<file path="config.mk">
export PLATFORM = sky130hd
export DESIGN_NAME = pc_gen_unit
export DESIGN_NICKNAME = d
export VERILOG_FILES = /design/src/rtl/pc_gen_unit.sv
export SDC_FILE = /design/constraint.sdc
export NUM_CORES = 1
export LEC_CHECK = 0
export ABC_AREA = 1
export CAP_MARGIN = 20
export CORE_MARGIN = 2
export CORE_UTILIZATION = 45
export CTS_CLUSTER_SIZE = 16
export DETAILED_ROUTE_END_ITERATION = 12
export PLACE_DENSITY = 0.82
export SLEW_MARGIN = 0
export SYNTH_ARGS = -nofsm -noshare
export SYNTH_HDL_FRONTEND = slang
export SYNTH_SLANG_ARGS = --single-unit
export TNS_END_PERCENT = 1
</file>
<file path="constraint.sdc">
create_clock -name clk_i -period 2.2 [get_ports clk_i]
set_input_delay 0.33 -clock clk_i [delete_from_list [all_inputs] [get_ports clk_i]]
set_output_delay 0.33 -clock clk_i [all_outputs]
set_load 0.02 [all_outputs]
</file>
<file path="src/rtl/pc_gen_unit.sv">
// Front-end PC generator: trap/mispredict redirect, prediction and sequential
// fetch-block stepping, with a valid/ready handshake and post-redirect bubbles.
module pc_gen_unit #(
    parameter int unsigned       XLEN             = 32,
    parameter logic [XLEN-1:0]   BOOT_PC          = 32'h0000_1000,
    parameter int unsigned       FETCH_WIDTH      = 1,
    parameter int unsigned       REDIRECT_BUBBLES = 0
) (
    input  logic            clk_i,
    input  logic            rst_n_i,
    input  logic            trap_valid_i,
    input  logic [XLEN-1:0] trap_target_i,
    input  logic            res_valid_i,
    input  logic            res_mispredict_i,
    input  logic            res_taken_i,
    input  logic [XLEN-1:0] res_target_i,
    input  logic [XLEN-1:0] res_pc_i,
    input  logic            pred_taken_i,
    input  logic [XLEN-1:0] pred_target_i,
    input  logic            fetch_ready_i,
    output logic [XLEN-1:0] pc_o,
    output logic            pc_valid_o,
    output logic            flush_o
);

    localparam logic [XLEN-1:0] FB         = XLEN'(FETCH_WIDTH * 4);
    localparam logic [XLEN-1:0] BLOCK_MASK = ~(FB - XLEN'(1));
    localparam logic [XLEN-1:0] WORD_MASK  = ~XLEN'(3);
    localparam logic [3:0]      BUBBLES    = 4'(REDIRECT_BUBBLES);

    typedef enum logic [1:0] {
        BOOT,
        RUN,
        BUBBLE
    } state_t;

    state_t          state;
    logic [3:0]      count;
    logic            redirect;
    logic [XLEN-1:0] redirect_target;
    logic            accept;
    logic [XLEN-1:0] next_seq_pc;

    always_comb begin
        redirect        = 1'b0;
        redirect_target = '0;
        if (trap_valid_i) begin
            redirect        = 1'b1;
            redirect_target = trap_target_i & WORD_MASK;
        end else if (res_valid_i && res_mispredict_i) begin
            redirect        = 1'b1;
            redirect_target = res_taken_i ? (res_target_i & WORD_MASK)
                                          : (res_pc_i + XLEN'(4));
        end
    end

    assign accept      = pc_valid_o && fetch_ready_i;
    assign next_seq_pc = (pc_o & BLOCK_MASK) + FB;

    always_ff @(posedge clk_i or negedge rst_n_i) begin
        if (!rst_n_i) begin
            state      <= BOOT;
            pc_o       <= BOOT_PC;
            pc_valid_o <= 1'b0;
            flush_o    <= 1'b0;
            count      <= '0;
        end else begin
            flush_o <= redirect;
            // A redirect overrides any accept or bubble progress in every state.
            if (redirect) begin
                pc_o <= redirect_target;
                if (BUBBLES == 4'd0) begin
                    state      <= RUN;
                    pc_valid_o <= 1'b1;
                    count      <= '0;
                end else begin
                    state      <= BUBBLE;
                    pc_valid_o <= 1'b0;
                    count      <= BUBBLES;
                end
            end else begin
                case (state)
                    BOOT: begin
                        state      <= RUN;
                        pc_valid_o <= 1'b1;
                    end
                    RUN: begin
                        pc_valid_o <= 1'b1;
                        if (accept) begin
                            pc_o <= pred_taken_i ? (pred_target_i & WORD_MASK)
                                                 : next_seq_pc;
                        end
                    end
                    BUBBLE: begin
                        if (count == 4'd1) begin
                            state      <= RUN;
                            pc_valid_o <= 1'b1;
                            count      <= '0;
                        end else begin
                            pc_valid_o <= 1'b0;
                            count      <= count - 4'd1;
                        end
                    end
                    default: begin
                        state      <= BOOT;
                        pc_valid_o <= 1'b0;
                        count      <= '0;
                    end
                endcase
            end
        end
    end

endmodule

</file>
Word level (Yosys, flattened, before mapping)
Cells that the tools add are included.
- bits in registers: 40
- logic and storage cells: 40
- $add $sub $neg: 3
- mux-type cells: 18
- reductions and logical operators: 8
- equal/unequal tests: 6
- operators by type and width (cell ; number):
    32-bit two-way mux ; 7
    32-bit by 3-bit adder with 32-bit output, second input constant ; 2
    4-bit two-way mux ; 2
    4-bit one-hot mux with 2 select lines ; 1
    2-bit one-hot mux with 3 select lines ; 1
    4-bit by 1-bit equality test with 1-bit output, second input constant ; 1
    1-bit two-way mux ; 4
    2-bit two-way mux ; 2
    2-bit AND reduction ; 2
    2-bit nonzero test ; 2
    4-bit by 1-bit subtractor with 4-bit output, second input constant ; 1
    3-bit != test, second input constant ; 1
    2-bit by 1-bit equality test with 1-bit output, second input constant ; 1
    2-bit equality test, second input constant ; 1
    1-bit logical AND ; 2
    2-bit logical NOT ; 1
    2-bit by 1-bit != test with 1-bit output, second input constant ; 1
    2-bit != test, second input constant ; 1
    1-bit one-hot mux with 2 select lines ; 1
    2-bit OR reduction ; 1

Longest topological paths before layout
Gate-level depths: netlist of run 1.
- depth after elaboration: 5
- depth in mapped cells: 14
- gate-level depth less buffers: 14

Worst setup path before layout of run 1
No wires, ideal clock.
- path type: flip-flop to flip-flop
- start point: reg pc_o[2]
- end point: reg pc_o[18]
- setup slack: 0.478 ns
- cell stages (with the launch flop): 13
- buffers on the path: 0
- period minus slack after synthesis: 1.722 ns
- arrival: 1.605 ns
- path through: dfrtp_1 -> ha_1 -> nand3_2 -> inv_2 -> nand2_4 -> nor2_4 -> nand2_1 -> nand2_1 -> nand2_1 -> o21ai_1 -> nand2_1 -> nand3_1 -> nand2_1
- word-level cells in the longest chain between the ends: 5
- RTL lines (item ; line ; RTL):
    start: declaration ; 21 ; output logic [XLEN-1:0] pc_o,
    start signal: assignment ; 71 ; pc_o <= redirect_target;
    start signal: assignment ; 90 ; pc_o <= pred_taken_i ? (pred_target_i & WORD_MASK)
    32-bit by 3-bit adder with 32-bit output ; 58 ; assign next_seq_pc = (pc_o & BLOCK_MASK) + FB;
    32-bit two-way mux ; 90 ;
    32-bit two-way mux ; 89 ; if (accept) begin
    32-bit two-way mux ; 82 ; case (state)
    32-bit two-way mux ; 70 ; if (redirect) begin
No other way between the ends. The select of a mux whose other input is x is not followed.
A chain may end at the register's enable or synchronous reset.

Worst setup path after layout of run 1
- start point: reg pc_o[12]
- end point: reg pc_o[29]
Same word-level chain as after synthesis.

==> results.ini, run 1 <==
[power]
p_seq_share_pct = 34.6
switchingPower_uw = 958
intPower_mw = 1.48
power.share.clock_pct = 19.3
swShare_pct = 39.2
power_density_mw_per_mm2 = 396
totalPowerFinal_mw = 2.44
p_leak_nw = 2.80
ir_drop_mv = 0.196
p_comb_share_pct = 46.1

[floorplan]
fp.dieArea_mm2 = 0.0101
start_util_pct = 46.0
num_rows = 35
die_w_um = 101
ioPinCount = 170
die_h_um = 101
design.core.area_mm2 = 0.00915

[synthesis]
synth-edff-count = 0
yosys.area.top_type_share_pct = 26.6
ys_ff_latch = 35
synth_area_mm2 = 0.00421
synth_area_leaders = nand2_1, dfrtp_1, nor2_1
netlist-cell-type-count = 39
synth_area_leader_cell = nand2_1
synth_warnings = 0
ys.flop_type = dfrtp_1
synth_cells = 761
async_reset_ff_share_pct = 100
yosysSeqAreaShare_pct = 20.8
synth.avg_cell_area_um2 = 5.53

[grt]
grt_usage_pct = 32.1
grt_pass1_wl_um = 25700
grt_pass1_vias = 5336
grt_max_degree = 40
antenna_found_initial = 0
overflow = 0

[worst_setup_path]
path_common_cell = nand2_1
worstSetupStartpointType = flop
arrival_ns = 2.19
worstSetupPathType = flop to flop
reg2reg_to = pc_o[29]$_DFFE_PN0P_
reg2regPathDepth = 11
rrSetupSlack_ns = 0.19
crit_chain = nand2_1, nor2_1, nand2_1, nor2_1, nand2_1, nand2_1, nand3_1, nand2_1, nand2_1, nand3_1, nand2_1
worst-path-buf-inv = 0
r2r-start = pc_o[12]$_DFFE_PN1P_
crit_slowest_cell = dfstp_2
critPathMaxStageDelay_ns = 0.59
crit_path_end_kind = flop
critical_path_required_ns = 2.39
worstPathMaxFanout = 5
critical_path.top_delay_family = simple AND/OR/NAND/NOR gates

[clock_network]
clk_latency_ns = 0.29
cts_max_level = 2
postCtsHoldBufs = 0
ctsResizeCount = 0
numCtsBuffers = 5
post-cts-setup-buffers = 0
clkTransAtPathRegs_ns = 0.08
cts.sinks = 35
ctsRootBufferMaster = clkbuf_8
cts_tree = built
cts_max_path_buffers = 2

[final_layout]
final_common_cell = nand2_1
area_delta_synth_final_pct = 46.4
drive_gt1_share_pct = 8.85
antenna_cells = 0
final_cell_mix = nand2_1, clkdlybuf4s50_1, nor2_1, inv_1, nand3_1
final_cells = 1049
fin_nets = 1075

[sta]
setup_viol = 0
slew_headroom_pct = 65.5
post-route-min-period_ns = 2.01
rsz0062_at_grt = no
hold_viol = 0
maxSlewViolCount = 0
tightest_slew_ns = 0.516
finalClockSkew_ns = 0.0126
fmax_mhz = 499
period_share_pct = 91.2

[drt]
antenna_left = 0
dr.pass1.iters = 7
drc = 0
wl_um = 16300
wl_per_cell_um = 15.6
avgViaCountPerCell = 5.24
drtIter0Drc = 323
dr_total_vias = 5501

[run]
maxCapViolCount = 0

[status]
status = complete, no violations

[placed_design]
hpwlAfterDp_um = 13400
dp.cells = 1041
port_buffers = 163
routabilityCongestion = 0.978

[min_path]
hp-class = input pin to asynchronous set/reset pin

-- synthesized netlist by cell type, drive strengths merged (2+ instances only) --
master  count
nand2     304
nor2      142
inv        53
nand3      51
a21oi      37
o21ai      37
dfrtp      34
buf        16
or2        15
nand3b     13
xor2       10
nand4       8
clkbuf      7
o211ai      7
nor3        6
xnor2       4
a32o        2
clkinv      2
ha          2
o21bai      2
o31ai       2
-- worst max-delay path by stage --
| stage | slack (ns) | from | to | cells past startpoint |
|---|---|---|---|---|
| global placement | 0.01 | res_pc_i[2] | pc_o[24]$_DFFE_PN0P_ | 12 |
| floorplan | 0.48 | pc_o[2]$_DFFE_PN0P_ | pc_o[18]$_DFFE_PN0P_ | 12 |
| CTS | 0.25 | pc_o[12]$_DFFE_PN1P_ | pc_o[29]$_DFFE_PN0P_ | 11 |
| detailed placement | -0.05 | res_pc_i[2] | pc_o[24]$_DFFE_PN0P_ | 12 |
| finish | 0.19 | pc_o[12]$_DFFE_PN1P_ | pc_o[29]$_DFFE_PN0P_ | 11 |
| global route | 0.04 | res_pc_i[2] | pc_o[26]$_DFFE_PN0P_ | 12 |
-- sequential cells by signal, summed over array words and instances, names as in the netlist --
name	cells
flush_o	1
pc_valid_o	1
pc_o	32
state	1
-- power groups by stage --
stage	Sequential, mW	Clock, mW	Combinational, mW
5_1_grt	0.857	0.490	1.23
2_1_floorplan	0.909	0	0.458
6_report	0.845	0.472	1.13
3_3_place_gp	0.850	0	1.09
4_1_cts	0.841	0.474	1.12
3_5_place_dp	0.853	0	1.11
-- layer usage --
metal / up-vias / global-route usage [%] / share of wire (%)
met2: 247 / 56.2 / 47
li1: 2770 / - / -
met1: 2459 / 41.2 / 43
met5: - / 0 / 0
met3: 25 / 4.23 / 7.5
met4: 0 / 9.59 / 2.2
-- layout make-up --
type | instances | area [um2]
Multi-Input combinational cell | 648 | 2990
Timing Repair Buffer | 192 | 1870
Inverter | 55 | 206
Tap cell | 111 | 139
Clock buffer | 7 | 76.3
Clock inverter | 1 | 5.00
Sequential cell | 35 | 877
Fill cell | 810 | 2990
-- metrics by stage --
step                      worst slack [ns]  util, %  TNS [ns]  hold WS [ns]  area (um2)
after floorplan                      0.478        -         0        0.0344        4210
after global placement              0.0104     66.5         0         0.479        6080
after detailed placement           -0.0477     66.5   -0.0589         0.484        6080
after CTS                            0.250     67.3         0         0.468        6160
after global routing                0.0379     67.3         0         0.505        6160
final                                0.195     67.3         0         0.458        6160
-- cell families after synthesis --
group	after synthesis	synth area share, %
XOR/XNOR	14	2.91
buffers and inverters	79	8.32
AND/OR/NAND/NOR	539	55.3
AO/OA/AOI/OAI	91	11.9
other	1	0.0891
flip-flops	35	20.8
adder cells (fa/ha/maj)	2	0.594
(Power assumes the default switching activity.)
==> run 2, diff against run 1 <==
--- a/config.mk
+++ b/config.mk
@@ -7,11 +7,13 @@
 export LEC_CHECK = 0
 export ABC_AREA = 1
 export CAP_MARGIN = 20
+export CELL_PAD_IN_SITES_DETAIL_PLACEMENT = 1
+export CELL_PAD_IN_SITES_GLOBAL_PLACEMENT = 2
 export CORE_MARGIN = 2
-export CORE_UTILIZATION = 45
+export CORE_UTILIZATION = 21
 export CTS_CLUSTER_SIZE = 16
 export DETAILED_ROUTE_END_ITERATION = 12
-export PLACE_DENSITY = 0.82
+export PLACE_DENSITY = 0.81
 export SLEW_MARGIN = 0
 export SYNTH_ARGS = -nofsm -noshare
 export SYNTH_HDL_FRONTEND = slang
==> constraint.sdc (replaced) <==
create_clock -name clk_i -period 2.2 [get_ports clk_i]
set_input_delay 0.66 -clock clk_i [delete_from_list [all_inputs] [get_ports clk_i]]
set_output_delay 0.66 -clock clk_i [all_outputs]
set_load 0.02 [all_outputs]
==> run 2 against run 1 <==
Net effect:
- design area rose by 14%
- maximum frequency fell by 5.2%
- hold slack got worse by 0.014 ns
- highest routed layer unchanged
==> results.ini, run 2 (synthesis results as in run 1) <==
[worst_setup_path]
crit_path_end_kind = output port
worstSetupStartpointType = flop
worstSetupPathType = flop to output port
critical_path.top_delay_family = buffers and inverters
crit_chain = clkdlybuf4s50_1
critPathMaxStageDelay_ns = 0.66  ; +0.07 ns
critical_path_required_ns = 1.54  ; -0.85 ns
worst-path-buf-inv = 1  ; +1
arrival_ns = 1.46  ; -0.73 ns
crit_slowest_cell = clkdlybuf4s50_1
worstPathMaxFanout = 6  ; +1

[clock_network]
cts_tree = built
postCtsHoldBufs = 0  ; unchanged
cts.sinks = 35  ; unchanged
clk_latency_ns = 0.29  ; about the same
numCtsBuffers = 5  ; unchanged
clkTransAtPathRegs_ns = 0.06  ; -0.02 ns
ctsRootBufferMaster = clkbuf_16
cts_max_path_buffers = 2  ; unchanged
cts_max_level = 2  ; unchanged

[drt]
dr_total_vias = 5701  ; +3.6%
drtIter0Drc = 179  ; -45%
dr.pass1.iters = 4  ; -3
drc = 0  ; unchanged
antenna_left = 0  ; unchanged
wl_um = 20300  ; +24%
wl_per_cell_um = 16.0  ; +2.8%
avgViaCountPerCell = 4.50  ; -14%

[sta]
finalSetupTns_ns = 0  ; unchanged
fmax_mhz = 472  ; -5.2%
finalClockSkew_ns = 0.00581  ; -0.00678 ns
setup_ws_ns = 0.0835  ; -0.111 ns
post-route-min-period_ns = 2.12  ; +0.111 ns
slew_headroom_pct = 64.4  ; -1.1 points
hold_viol = 0  ; unchanged
period_share_pct = 96.2  ; +5.0 points
maxSlewViolCount = 0  ; unchanged
hold_ws_ns = 0.443  ; -0.0142 ns
rsz0062_at_grt = yes
tightest_slew_ns = 0.534  ; +0.0176 ns
setup_viol = 0  ; unchanged

[grt]
overflow = 0  ; unchanged
grt_pass1_vias = 5902  ; +11%
antenna_found_initial = 0  ; unchanged
grt_pass1_wl_um = 32000  ; +24%
grt_max_degree = 48  ; +20%
grt_usage_pct = 19.1  ; -13 points

[final_layout]
final_cell_mix = nand2_1, clkdlybuf4s50_1, nor2_1, buf_4, inv_1
regMostFlops = pc_o
drive_gt1_share_pct = 17.7  ; +8.8 points
fillers = 2610  ; +220%
largest_reg_flops = 32  ; unchanged
final_cells = 1266  ; +21%
fin_nets = 1138  ; +5.9%
antenna_cells = 0  ; unchanged
area_delta_synth_final_pct = 67.7
final_common_cell = nand2_1

[floorplan]
die_h_um = 146  ; +45%
ioPinCount = 170  ; unchanged
fp.dieArea_mm2 = 0.0212  ; +110%
die_w_um = 146  ; +45%
design.core.area_mm2 = 0.0196  ; +110%
num_rows = 51  ; +46%
start_util_pct = 21.5  ; -25 points

[power]
power_density_mw_per_mm2 = 399  ; +0.77%
swShare_pct = 38.1  ; -1.2 points
p_seq_share_pct = 30.1  ; -4.5 points
p_leak_nw = 3.27  ; +17%
switchingPower_mw = 1.07  ; +12%
ir_drop_mv = 0.239  ; +22%
power.share.clock_pct = 25.8  ; +6.5 points
p_comb_share_pct = 44.2  ; -1.9 points
intPower_mw = 1.75  ; +18%

[status]
status = complete, no violations

[placed_design]
routabilityCongestion = 0.826  ; -16%
dp_slack_ns = -0.368  ; -0.320 ns
dp.cells = 1256  ; +21%
port_buffers = 163  ; unchanged
hpwlAfterDp_um = 17000  ; +27%

[run]
maxCapViolCount = 0  ; unchanged

[min_path]
hp-class = input pin to asynchronous set/reset pin

## run 2: changes by cell type in the layout (fill, tap and decap cells not counted), moves of 9 or more
cell / before / now
clkdlybuf4s50_1: 163 / 147
nand2_1: 298 / 288
nand2_2: 5 / 15
buf_4: 27 / 88
dlymetal6s2s_1: 0 / 14
nor2_1: 123 / 114
## run 2: routing by layer
layer | GRT usage, % | part of all wire, % | up-vias
met1 | 25.9 | 48 | 2652
met4 | 4.02 | 1.4 | 0
li1 | - | - | 2899
met5 | 0 | 0 | -
met3 | 2.10 | 3.5 | 18
met2 | 32.7 | 47 | 132
## run 2: worst paths after layout
kind | start | slack, ns | endpoint | depth (start not counted)
hold / removal | rst_n_i | 0.44 | pc_o[21]$_DFFE_PN0P_ | 2
max in group asynchronous | rst_n_i | 1.38 | pc_o[12]$_DFFE_PN1P_ | 2
hold reg to reg | pc_o[1]$_DFFE_PN0P_ | 0.51 | pc_o[1]$_DFFE_PN0P_ | 1
setup reg to reg | pc_o[2]$_DFFE_PN0P_ | 0.20 | pc_o[16]$_DFFE_PN0P_ | 12
min in group clk_i | pc_o[1]$_DFFE_PN0P_ | 0.51 | pc_o[1]$_DFFE_PN0P_ | 1
setup / recovery | pc_o[19]$_DFFE_PN0P_ | 0.08 | pc_o[19] | 1
## run 2: power by group through the flow
| stage | sequential, mW | combinational, mW | clock (mW) |
|---|---|---|---|
| 2_1_floorplan | 0.909 | 0.458 | 0 |
| 3_5_place_dp | 0.860 | 1.24 | 0 |
| 6_report | 0.847 | 1.24 | 0.726 |
| 5_1_grt | 0.865 | 1.37 | 0.772 |
| 4_1_cts | 0.848 | 1.25 | 0.751 |
| 3_3_place_gp | 0.858 | 1.22 | 0 |
## run 2: through the flow
step / power [mW] / util (%) / area (um2)
final: 2.82 / 36.0 / 7060
after global routing: 3.01 / 36.0 / 7060
after CTS: 2.85 / 35.5 / 6950
after detailed placement: 2.10 / 34.5 / 6750
after global placement: 2.08 / 34.5 / 6750
after floorplan: 1.37 / - / 4210
## run 2: repair_timing
item	in CTS	in global routing
resized for setup	14	34
setup endpoints to repair	7	22
pin swaps	6	6
buffers inserted	1	1
## run 2: area by class of cell
class / instances / area [um2] / area share, %
Clock inverter: 3 / 20.0 / 0.284
Clock buffer: 5 / 125 / 1.77
Tap cell: 265 / 332 / 4.70
Timing Repair Buffer: 255 / 2400 / 34.0
Sequential cell: 35 / 877 / 12.4
Multi-Input combinational cell: 648 / 3100 / 43.9
Inverter: 55 / 206 / 2.93
==> run 3, diff against run 2 <==
--- a/config.mk
+++ b/config.mk
@@ -10,10 +10,11 @@
 export CELL_PAD_IN_SITES_DETAIL_PLACEMENT = 1
 export CELL_PAD_IN_SITES_GLOBAL_PLACEMENT = 2
 export CORE_MARGIN = 2
-export CORE_UTILIZATION = 21
+export CORE_UTILIZATION = 23
 export CTS_CLUSTER_SIZE = 16
 export DETAILED_ROUTE_END_ITERATION = 12
-export PLACE_DENSITY = 0.81
+export PLACE_DENSITY = 0.87
+export REMOVE_ABC_BUFFERS = 1
 export SLEW_MARGIN = 0
 export SYNTH_ARGS = -nofsm -noshare
 export SYNTH_HDL_FRONTEND = slang
==> constraint.sdc (replaced) <==
create_clock -name clk_i -period 2.6 [get_ports clk_i]
set_input_delay 0.78 -clock clk_i [delete_from_list [all_inputs] [get_ports clk_i]]
set_output_delay 0.78 -clock clk_i [all_outputs]
set_load 0.02 [all_outputs]
==> run 3 against run 2 <==
Net effect:
- cell count fell by 5.3%
- count of clock-buffer cells in the layout rose by 2
- hold slack lost 0.12 ns
- clock skew about the same
- largest cell class unchanged
==> results.ini, run 3 (synthesis results as in run 1) <==
[status]
status = complete, no violations

[grt]
grt_usage_pct = 20.0  ; +0.95 points
antenna_found_initial = 1  ; +1
grt_pass1_wl_um = 30800  ; -3.6%
grt_max_degree = 48  ; unchanged
overflow = 0  ; unchanged
grt_pass1_vias = 5782  ; -2.0%

[worst_setup_path]
arrival_ns = 2.59  ; +1.13 ns
worstSetupStartpointType = input pin
worstPathMaxFanout = 6  ; unchanged
crit_path_end_kind = flop
worstSetupPathType = input pin to flop
reg2regPathDepth = 12  ; unchanged
critical_path_required_ns = 2.77  ; +1.23 ns
rrSetupSlack_ns = 0.67  ; +0.47 ns

[drt]
dr.pass1.iters = 4  ; unchanged
dr_wl_met3_um = 608  ; -15%
drt-met1-wl_um = 8900  ; -7.6%
drc = 0  ; unchanged
dr_total_vias = 5592  ; -1.9%
drtIter0Drc = 231  ; +29%
antenna_left = 0  ; unchanged
highest_layer = met4
avgViaCountPerCell = 4.66  ; +3.6%
wl_um = 19400  ; -4.1%
dr_wl_met2_um = 9580  ; -0.46%
wl_per_cell_um = 16.2  ; +1.3%

[final_layout]
largest_reg_flops = 32  ; unchanged
multi_input_area_mm2 = 0.00299  ; -3.6%
regMostFlops = pc_o
fillers = 2423  ; -7.2%
ff_latch_area_um2 = 877  ; unchanged
area_delta_synth_final_pct = 57.9
final_cell_mix = nand2_1, clkdlybuf4s50_1, nor2_1, buf_4
drive_gt1_share_pct = 11.9  ; -5.8 points
final_common_cell = nand2_1
fin_nets = 1106  ; -2.8%

[power]
totalPowerFinal_mw = 2.32  ; -18%
ir_drop_mv = 0.208  ; -13%
power_density_mw_per_mm2 = 349  ; -13%
p_leak_nw = 2.99  ; -8.6%

[clock_network]
clk_latency_ns = 0.29  ; about the same
cts_tree = built
numCtsBuffers = 5  ; unchanged
ctsResizeCount = 0  ; -14
post-cts-setup-buffers = 0  ; -1
ctsRootBufferMaster = clkbuf_16
cts_max_path_buffers = 2  ; unchanged
clkTransAtPathRegs_ns = 0.06  ; about the same
postCtsHoldBufs = 0  ; unchanged
cts.sinks = 35  ; unchanged
cts_max_level = 2  ; unchanged

[floorplan]
die_w_um = 139  ; -4.3%
die_h_um = 139  ; -4.3%
num_rows = 49  ; -3.9%
ioPinCount = 170  ; unchanged
fp.dieArea_mm2 = 0.0194  ; -8.5%
start_util_pct = 23.4  ; +1.9 points
design.core.area_mm2 = 0.0180  ; -8.3%

[sta]
maxSlewViolCount = 0  ; unchanged
period_share_pct = 92.9
finalClockSkew_ns = 0.00631  ; +0.000496 ns
post-route-min-period_ns = 2.42
hold_viol = 0  ; unchanged
setup_viol = 0  ; unchanged
setup_ws_ns = 0.185  ; +0.101 ns
fmax_mhz = 414
rsz0062_at_grt = no

[placed_design]
dp_slack_ns = -0.144  ; +0.224 ns
hpwlAfterDp_um = 16400  ; -3.5%
routabilityCongestion = 0.877  ; +6.2%
port_buffers = 163  ; unchanged

[min_path]
hp-class = input pin to asynchronous set/reset pin

[run]
maxCapViolCount = 0  ; unchanged

-- run 3: changes by cell type in the layout (fill, tap and decap cells not counted), sizes merged --
cell,change
clkdlybuf4s50,+15
dlygate4sd2,-1
dlymetal6s2s,-14
diode,+1
buf,-32
clkbuf,+2
clkinvlp,-2
-- run 3: where the power goes --
part	leakage (nW)	switching, mW	internal, mW
clock network	0.0679	0.242	0.355
registers	0.406	0.119	0.609
logic	2.52	0.506	0.490
total	2.99	0.867	1.45
-- run 3: stage by stage --
stage | hold slack, ns | TNS (ns) | util, % | instance area (um2) | instances
after floorplan | 0.484 | 0 | - | 4070 | 738
after global placement | 0.484 | -0.166 | 36.2 | 6510 | 1190
after detailed placement | 0.490 | -0.533 | 36.2 | 6510 | 1190
after CTS | 0.320 | 0 | 37.0 | 6650 | 1198
after global routing | 0.331 | 0 | 37.0 | 6650 | 1199
final | 0.321 | 0 | 37.0 | 6650 | 1199
-- run 3: final timing paths --
check / start / to
setup / recovery: res_pc_i[3] / pc_o[20]$_DFFE_PN0P_
max in group asynchronous: rst_n_i / pc_o[12]$_DFFE_PN1P_
min in group clk_i: pc_o[1]$_DFFE_PN0P_ / pc_o[1]$_DFFE_PN0P_
hold reg to reg: pc_o[1]$_DFFE_PN0P_ / pc_o[1]$_DFFE_PN0P_
hold / removal: rst_n_i / pc_o[3]$_DFFE_PN0P_
setup reg to reg: pc_o[2]$_DFFE_PN0P_ / pc_o[16]$_DFFE_PN0P_
-- run 3: critical path, stage by stage --
cell and delay (ns):
clkdlybuf4s50_1 0.49, ha_1 0.17, nand2_1 0.10, nor2_4 0.17, nand3_2 0.16, nor2_2 0.15
nand2_1 0.06, nand3_1 0.13, nand2_1 0.12, nand2_1 0.08, nand2_1 0.05, nand2_1 0.06
nand2_1 0.05
-- run 3: metal layers --
| metal | vias up | global-route usage [%] |
|---|---|---|
| met5 | - | 0 |
| met4 | 0 | 4.41 |
| met3 | 16 | 1.24 |
| met2 | 111 | 35.4 |
| met1 | 2626 | 26.8 |
| li1 | 2839 | - |
-- run 3: cell type report --
cell class / instances / area share (%)
Sequential cell: 35 / 13.2
Tap cell: 229 / 4.31
Antenna cell: 1 / 0.0376
Multi-Input combinational cell: 648 / 44.9
Inverter: 55 / 3.11
Clock buffer: 7 / 2.00
Timing Repair Buffer: 223 / 32.4
Clock inverter: 1 / 0.0753
